## config.mk

```make
export PLATFORM = sky130hd
export DESIGN_NAME = reservation_station_add
export DESIGN_NICKNAME = d
export VERILOG_FILES = /design/src/rtl/reservation_station_add.sv
export SDC_FILE = /design/constraint.sdc
export NUM_CORES = 1
export LEC_CHECK = 0
export ABC_AREA = 1
export ABC_CLOCK_PERIOD_IN_PS = 2710
export BUFFER_PORTS_ARGS = -buffer_cell sky130_fd_sc_hd__buf_4
export CAP_MARGIN = 25
export CELL_PAD_IN_SITES_DETAIL_PLACEMENT = 0
export CELL_PAD_IN_SITES_GLOBAL_PLACEMENT = 1
export CORE_MARGIN = 2
export CORE_UTILIZATION = 40
export CTS_CLUSTER_DIAMETER = 30
export DETAILED_ROUTE_END_ITERATION = 8
export PLACE_DENSITY = 0.9
export REMOVE_ABC_BUFFERS = 1
export SKIP_CTS_REPAIR_TIMING = 1
export SYNTH_ARGS = -nofsm -noshare
export SYNTH_HDL_FRONTEND = slang
export SYNTH_SLANG_ARGS = --single-unit
```

## constraint.sdc

```tcl
create_clock -name Clock -period 2.71 [get_ports Clock]
set_input_delay 0.271 -clock Clock [delete_from_list [all_inputs] [get_ports Clock]]
set_output_delay 0.271 -clock Clock [all_outputs]
set_load 0.01 [all_outputs]
```

## src/rtl/reservation_station_add.sv

```systemverilog
// Single-entry add/sub reservation station with CDB snooping.
// Operands forward from the CDB at issue time and while waiting.
module reservation_station_add #(
  parameter logic [2:0]  MY_TAG      = 3'd1,
  parameter int unsigned EXEC_CYCLES = 2
) (
  input  logic        Clock,
  input  logic        Reset,
  input  logic        Issue,
  input  logic        Issue_Op,
  input  logic [15:0] Issue_Vj,
  input  logic [15:0] Issue_Vk,
  input  logic [2:0]  Issue_Qj,
  input  logic [2:0]  Issue_Qk,
  input  logic [2:0]  Qi_CDB,
  input  logic [15:0] Qi_CDB_data,
  output logic        Busy,
  output logic        Done_ADD,
  output logic [15:0] Q_ADD
);

  typedef enum logic [1:0] {
    IDLE,
    WAIT_OPS,
    EXEC,
    DONE
  } state_t;

  localparam logic [3:0] CNT_INIT = 4'(EXEC_CYCLES - 1);

  state_t      state_q;
  logic        busy_q;
  logic        done_q;
  logic        op_q;
  logic [15:0] vj_q;
  logic [15:0] vk_q;
  logic [15:0] q_q;
  logic [2:0]  qj_q;
  logic [2:0]  qk_q;
  logic [3:0]  cnt_q;

  logic [15:0] src_vj;
  logic [15:0] src_vk;
  logic [2:0]  src_qj;
  logic [2:0]  src_qk;
  logic        hit_j;
  logic        hit_k;
  logic [15:0] vj_d;
  logic [15:0] vk_d;
  logic [2:0]  qj_d;
  logic [2:0]  qk_d;
  logic        ready_d;
  logic [15:0] res;
  logic        grant;

  // In IDLE the incoming issue fields are snooped, otherwise the stored ones.
  always_comb begin
    src_vj  = vj_q;
    src_vk  = vk_q;
    src_qj  = qj_q;
    src_qk  = qk_q;
    if (state_q == IDLE) begin
      src_vj = Issue_Vj;
      src_vk = Issue_Vk;
      src_qj = Issue_Qj;
      src_qk = Issue_Qk;
    end
    hit_j   = (Qi_CDB != 3'd0) && (Qi_CDB == src_qj);
    hit_k   = (Qi_CDB != 3'd0) && (Qi_CDB == src_qk);
    vj_d    = hit_j ? Qi_CDB_data : src_vj;
    vk_d    = hit_k ? Qi_CDB_data : src_vk;
    qj_d    = hit_j ? 3'd0 : src_qj;
    qk_d    = hit_k ? 3'd0 : src_qk;
    ready_d = (qj_d == 3'd0) && (qk_d == 3'd0);
  end

  assign res   = op_q ? (vj_q - vk_q) : (vj_q + vk_q);
  assign grant = (Qi_CDB == MY_TAG);

  always_ff @(posedge Clock) begin
    if (Reset) begin
      state_q <= IDLE;
      busy_q  <= 1'b0;
      done_q  <= 1'b0;
      op_q    <= 1'b0;
      vj_q    <= 16'h0000;
      vk_q    <= 16'h0000;
      q_q     <= 16'h0000;
      qj_q    <= 3'd0;
      qk_q    <= 3'd0;
      cnt_q   <= 4'd0;
    end else begin
      unique case (state_q)
        IDLE: begin
          if (Issue) begin
            busy_q <= 1'b1;
            op_q   <= Issue_Op;
            vj_q   <= vj_d;
            vk_q   <= vk_d;
            qj_q   <= qj_d;
            qk_q   <= qk_d;
            if (ready_d) begin
              state_q <= EXEC;
              cnt_q   <= CNT_INIT;
            end else begin
              state_q <= WAIT_OPS;
            end
          end
        end
        WAIT_OPS: begin
          vj_q <= vj_d;
          vk_q <= vk_d;
          qj_q <= qj_d;
          qk_q <= qk_d;
          if (ready_d) begin
            state_q <= EXEC;
            cnt_q   <= CNT_INIT;
          end
        end
        EXEC: begin
          if (cnt_q == 4'd0) begin
            state_q <= DONE;
            q_q     <= res;
            done_q  <= 1'b1;
          end else begin
            cnt_q <= cnt_q - 4'd1;
          end
        end
        DONE: begin
          if (grant) begin
            state_q <= IDLE;
            busy_q  <= 1'b0;
            done_q  <= 1'b0;
          end
        end
        default: state_q <= IDLE;
      endcase
    end
  end

  assign Busy     = busy_q;
  assign Done_ADD = done_q;
  assign Q_ADD    = q_q;

endmodule

```

# Word level (Yosys, flattened, before mapping)
# Index checks and enable logic that the tools add are counted.
dict set report totals {
  ff_bits 63
  in_bits 61
  out_inout_bits 18
  wordCells 75
}
dict set report op_classes {
  addsub 3
  n_eq_ne 11
  mux 32
  reduce_logical 19
}
# cell n
set ops {}
lappend ops {{two-way mux 16 bit} 7}
lappend ops {{case mux 16 bit (2 select lines)} 2}
lappend ops {{two-way mux 3 bit} 6}
lappend ops {{adder 16 bit} 1}
lappend ops {{subtractor 16 bit} 1}
lappend ops {{two-way mux 4 bit} 3}
lappend ops {{case mux 3 bit (2 select lines)} 2}
lappend ops {{case mux 4 bit (3 select lines)} 1}
lappend ops {{two-way mux 2 bit} 5}
lappend ops {{!= test 2 bit (second input constant)} 5}
lappend ops {{AND reduction 3 bit} 3}
lappend ops {{case mux 2 bit (4 select lines)} 1}
lappend ops {{== test 3 bit} 2}
lappend ops {{logical NOT 3 bit} 2}
lappend ops {{AND reduction 2 bit} 3}
lappend ops {{nonzero test 2 bit} 3}
lappend ops {{nonzero test 3 bit} 2}
lappend ops {{== test 2 bit (second input constant)} 2}
lappend ops {{logical NOT 4 bit} 1}
lappend ops {{case mux 1 bit (2 select lines)} 2}
lappend ops {{AND reduction 4 bit} 1}
lappend ops {{subtractor 4 x 1 -> 4 bit (second input constant)} 1}
lappend ops {{== test 3 x 1 -> 1 bit (second input constant)} 1}
lappend ops {{logical AND 1 bit} 3}
lappend ops {{other kinds (3)} 5}

# Logic depth before layout (Yosys ltp)
dict set report depth {
  ltp_word 10
  ltp_mapped 21
  ltp_nobuf 21
}

# Least setup slack after synthesis
# No wires, ideal clock.
dict set report synth_path {
  path_kind {reg2reg}
  startpoint {register vk_q[1]}
  endpoint {register q_q[15], in the netlist Q_ADD[15]}
  setup_ns 0.117
  t_arrival_ns 2.392
  required_time_ns 2.593
  slack_ns 0.201
  stages_incl_launch_ff 21
  path_buffers 0
  period_less_slack_ns 2.509
  cell_sequence {dfxtp_1 > inv_1 > ha_1 > inv_1 > nor2_1 > inv_1 > nor2_1 > nand3_1 > o21ai_0 > xor2_1 > ha_1 > a21oi_1 > nor2_1 > o21ai_0 > nand3_1 > a21oi_1 > inv_1 > nand2_1 > nand2_1 > nor2_1 > nor2_1}
}
dict set report synth_between {
  elab_chain_cells 2
  word_cells_on_any_way 3
  cone_classes {2 x add/sub; 1 x mux}
}
# item line_no
set synth_rtl {}
lappend synth_rtl {{start, declared} 36} ;# logic [15:0] vk_q;
lappend synth_rtl {{start signal, assigned} 99} ;# vk_q <= vk_d;
lappend synth_rtl {{start signal, assigned} 112} ;# vk_q <= vk_d;
lappend synth_rtl {{adder 16 bit or subtractor 16 bit (tied branches)} 77} ;# assign res = op_q ? (vj_q - vk_q) : (vj_q + vk_q);
lappend synth_rtl {{two-way mux 16 bit *} 77}
lappend synth_rtl {{end signal, assigned} 123} ;# q_q <= res;
lappend synth_rtl {{end, declared} 37} ;# logic [15:0] q_q;
# Every way passes the cells marked *; elsewhere a longest branch is shown, timed or not.
# A chain may end at the register's enable or synchronous reset.

# Final worst setup path
dict set report layout_path {
  startpoint {register vk_q[0]}
  endpoint {register q_q[14], in the netlist Q_ADD[14]}
}
# The elaborated chain is that of the path after synthesis.

==> impl_metrics.tcl <==
set metrics [dict create \
    status "finished, violations left" \
    violations "setup timing" \
    cap_violations 0 \
    final_cells 868 \
    register_area_um2 1260 \
    timing.fmax_ghz 0.369 \
    fin_crit_sh_pct 100 \
    multiInputGateArea_um2 2740 \
    drive_gt1_share_pct 26.2 \
    syn_inst 634 \
    htree_levels 3 \
    hold_violations 0 \
    startpoint_type "flip-flop" \
    critical_path_arrival_ps 2960 \
    cts_max_path_buffers 2 \
    num_rows 37 \
    ys_async_sr_fraction_pct 0 \
    dieArea_um2 11500 \
    remaining_drc_errors 0 \
    fillers 1033 \
    relSlewSlack_pct 47.6 \
    dp.cells 843 \
    cp_data_required_time_ps 2960 \
    layout_commonest_cell "nand2_1" \
    gp_congestion 0.866 \
    p_leak_nw 2.77 \
    clk_latency_ps 360 \
    rsz0062_at_grt "yes" \
    yosysWarningCount 0 \
    synth-main-ff-cell "dfxtp_1" \
    nets 811 \
    first_pass_iters 5 \
    core-area_um2 10300 \
    worstSetupPathType "flip-flop to flip-flop" \
    cts_made_buffers 9 \
    report.final.setup_viol 1 \
    vias 4369 \
    grt_pass1_wl_um 18700 \
    period_needed_ps 2710 \
    fin_util_pct 54.0 \
    final_cell_mix "nand2_1, buf_4, nor2_1" \
    start_util_pct 41.1 \
    fin_area_um2 5570 \
    grt_pass1_vias 4214 \
    placement.io_buffers 78 \
    setup_slack_ps -2.15 \
    startpoint "vk_q[0]" \
    hp-class "input pin to flip-flop" \
    avgSynthCellArea_um2 6.70 \
    cts.sinks 63 \
    power_mw 7.84 \
    worstPathMaxFanout 4 \
    worst_pin_slew_ps 785 \
    die_w_um 107 \
    post_drt_via_cell_ratio 5.03 \
    synth-edff-count 0 \
    antennaDiodeCount 0 \
    tritoncts "built" \
    root_buffer "clkbuf_8" \
    grt-ovfl-total 0 \
    finalMaxSlewViolations 0 \
    critPathCaptureType "flip-flop" \
    synthToLayoutAreaGrowth_pct 31.2 \
    ioPinCount 79 \
    grt_start_max_net_pins 35 \
    yosysSeqAreaShare_pct 29.7 \
    clock_skew_ps 12.6 \
    hp-start "Reset" \
    first_iter_violations 175 \
    clk_pin_slew_ps 70 \
    synth.ff_latch_count 63 \
    wl_per_cell_um 13.4 \
    ant_nets 0 \
    wirelength_um 11600 \
    p_per_area_nw_per_um2 1410 \
    synth_area_um2 4250 \
    synth_cell_types 39 \
    dieHeight_um 107 \
    r2r_start "vk_q[0]" \
    grtUsageTotal_pct 20.3 \
    place_hpwl_um 8510 \
    power.ir.vdd_worst_mv 0.477 \
    place_area_um2 5050 \
    r2r_slack_ps -2 \
    antenna_found_initial 0 \
]
final timing paths:
kind	end	depth (start not counted)
worst max-delay path	Q_ADD[14]	20
worst max register to register	Q_ADD[14]	20
worst min-delay path	cnt_q[1]	2
worst min register to register	Busy	2
worst max-delay path, cell delays in order, from the launching register on:
cell and delay, ps:
dfxtp_2 340, buf_6 130, nor2_4 80, nand2_2 100
nor2_4 160, nand2_2 80, nor3_2 200, nor2_2 80
a21oi_2 120, xnor2_1 150, inv_1 100, ha_4 260
buf_6 130, a21oi_2 120, nand2_1 60, a21oi_1 110
nand2_1 80, a21oi_1 130, o21ai_1 80, nand2_1 60
inv_1 30
area by class of cell:
cell class	count	share of cell area (%)
multi-input combinational	456	49.2
tap	136	3.05
inverter	92	6.29
timing repair buffer	105	14.7
clock buffer	13	2.85
clock inverter	3	1.17
sequential	63	22.7
synthesized netlist by cell type, types with 3 or more instances:
| master | n | share of area, % |
|---|---|---|
| a211oi_1 | 22 | 3.9 |
| a211oi_2 | 9 | 2.7 |
| a21oi_1 | 36 | 4.2 |
| a31oi_1 | 3 | 0.44 |
| buf_2 | 7 | 0.82 |
| clkbuf_1 | 13 | 1.1 |
| dfxtp_1 | 63 | 30 |
| ha_1 | 22 | 6.5 |
| inv_1 | 89 | 7.9 |
| inv_2 | 3 | 0.27 |
| nand2_1 | 109 | 9.6 |
| nand3_1 | 27 | 3.2 |
| nand4_1 | 4 | 0.59 |
| nor2_1 | 97 | 8.6 |
| nor3_1 | 7 | 0.82 |
| o211ai_1 | 3 | 0.53 |
| o21ai_0 | 55 | 6.5 |
| o21ai_1 | 10 | 1.2 |
| o21bai_1 | 6 | 1.1 |
| o31ai_1 | 3 | 0.53 |
| or2_2 | 4 | 0.59 |
| xnor2_1 | 6 | 1.2 |
| xor2_1 | 15 | 3.1 |
per-layer routing:
layer  global-route usage (%)  up-vias  wire, µm
met5                        0        -         0
met4                     6.12        0       193
met3                     4.62       22       422
met1                     24.4     1999      5210
li1                         -     2263         -
met2                     35.8       85      5820
stage by stage:
step	hold WS (ps)	TNS (ps)	setup slack, ps
final	141	-2.15	-2.15
after floorplan	340	0	197
after CTS	123	-315	-166
after global placement	462	-17.1	-17.1
after global routing	138	-602	-176
after detailed placement	468	-250	-149
state kept, by name, summed over array words and instances, names as in the netlist:
name,flops
Q_ADD,16
vj_q,16
vk_q,16
cnt_q,4
qj_q,3
qk_q,3
state_q,2
Busy,1
Done_ADD,1
op_q,1
report_power, final:
part / total, mW / internal (mW) / switching (mW)
logic: 5.42 / 2.26 / 3.15
clock network: 0.945 / 0.568 / 0.377
registers: 1.48 / 1.24 / 0.238
logic make-up after synthesis:
logic type	count (synthesis)	share of synthesized area, %
AO/OA/AOI/OAI	158	23.3
XOR/XNOR	21	4.33
adder cells (fa/ha/maj)	23	6.95
buffers and inverters	115	10.8
flip-flops	63	29.7
AND/OR/NAND/NOR	254	24.9
(Power assumes the default switching activity.)
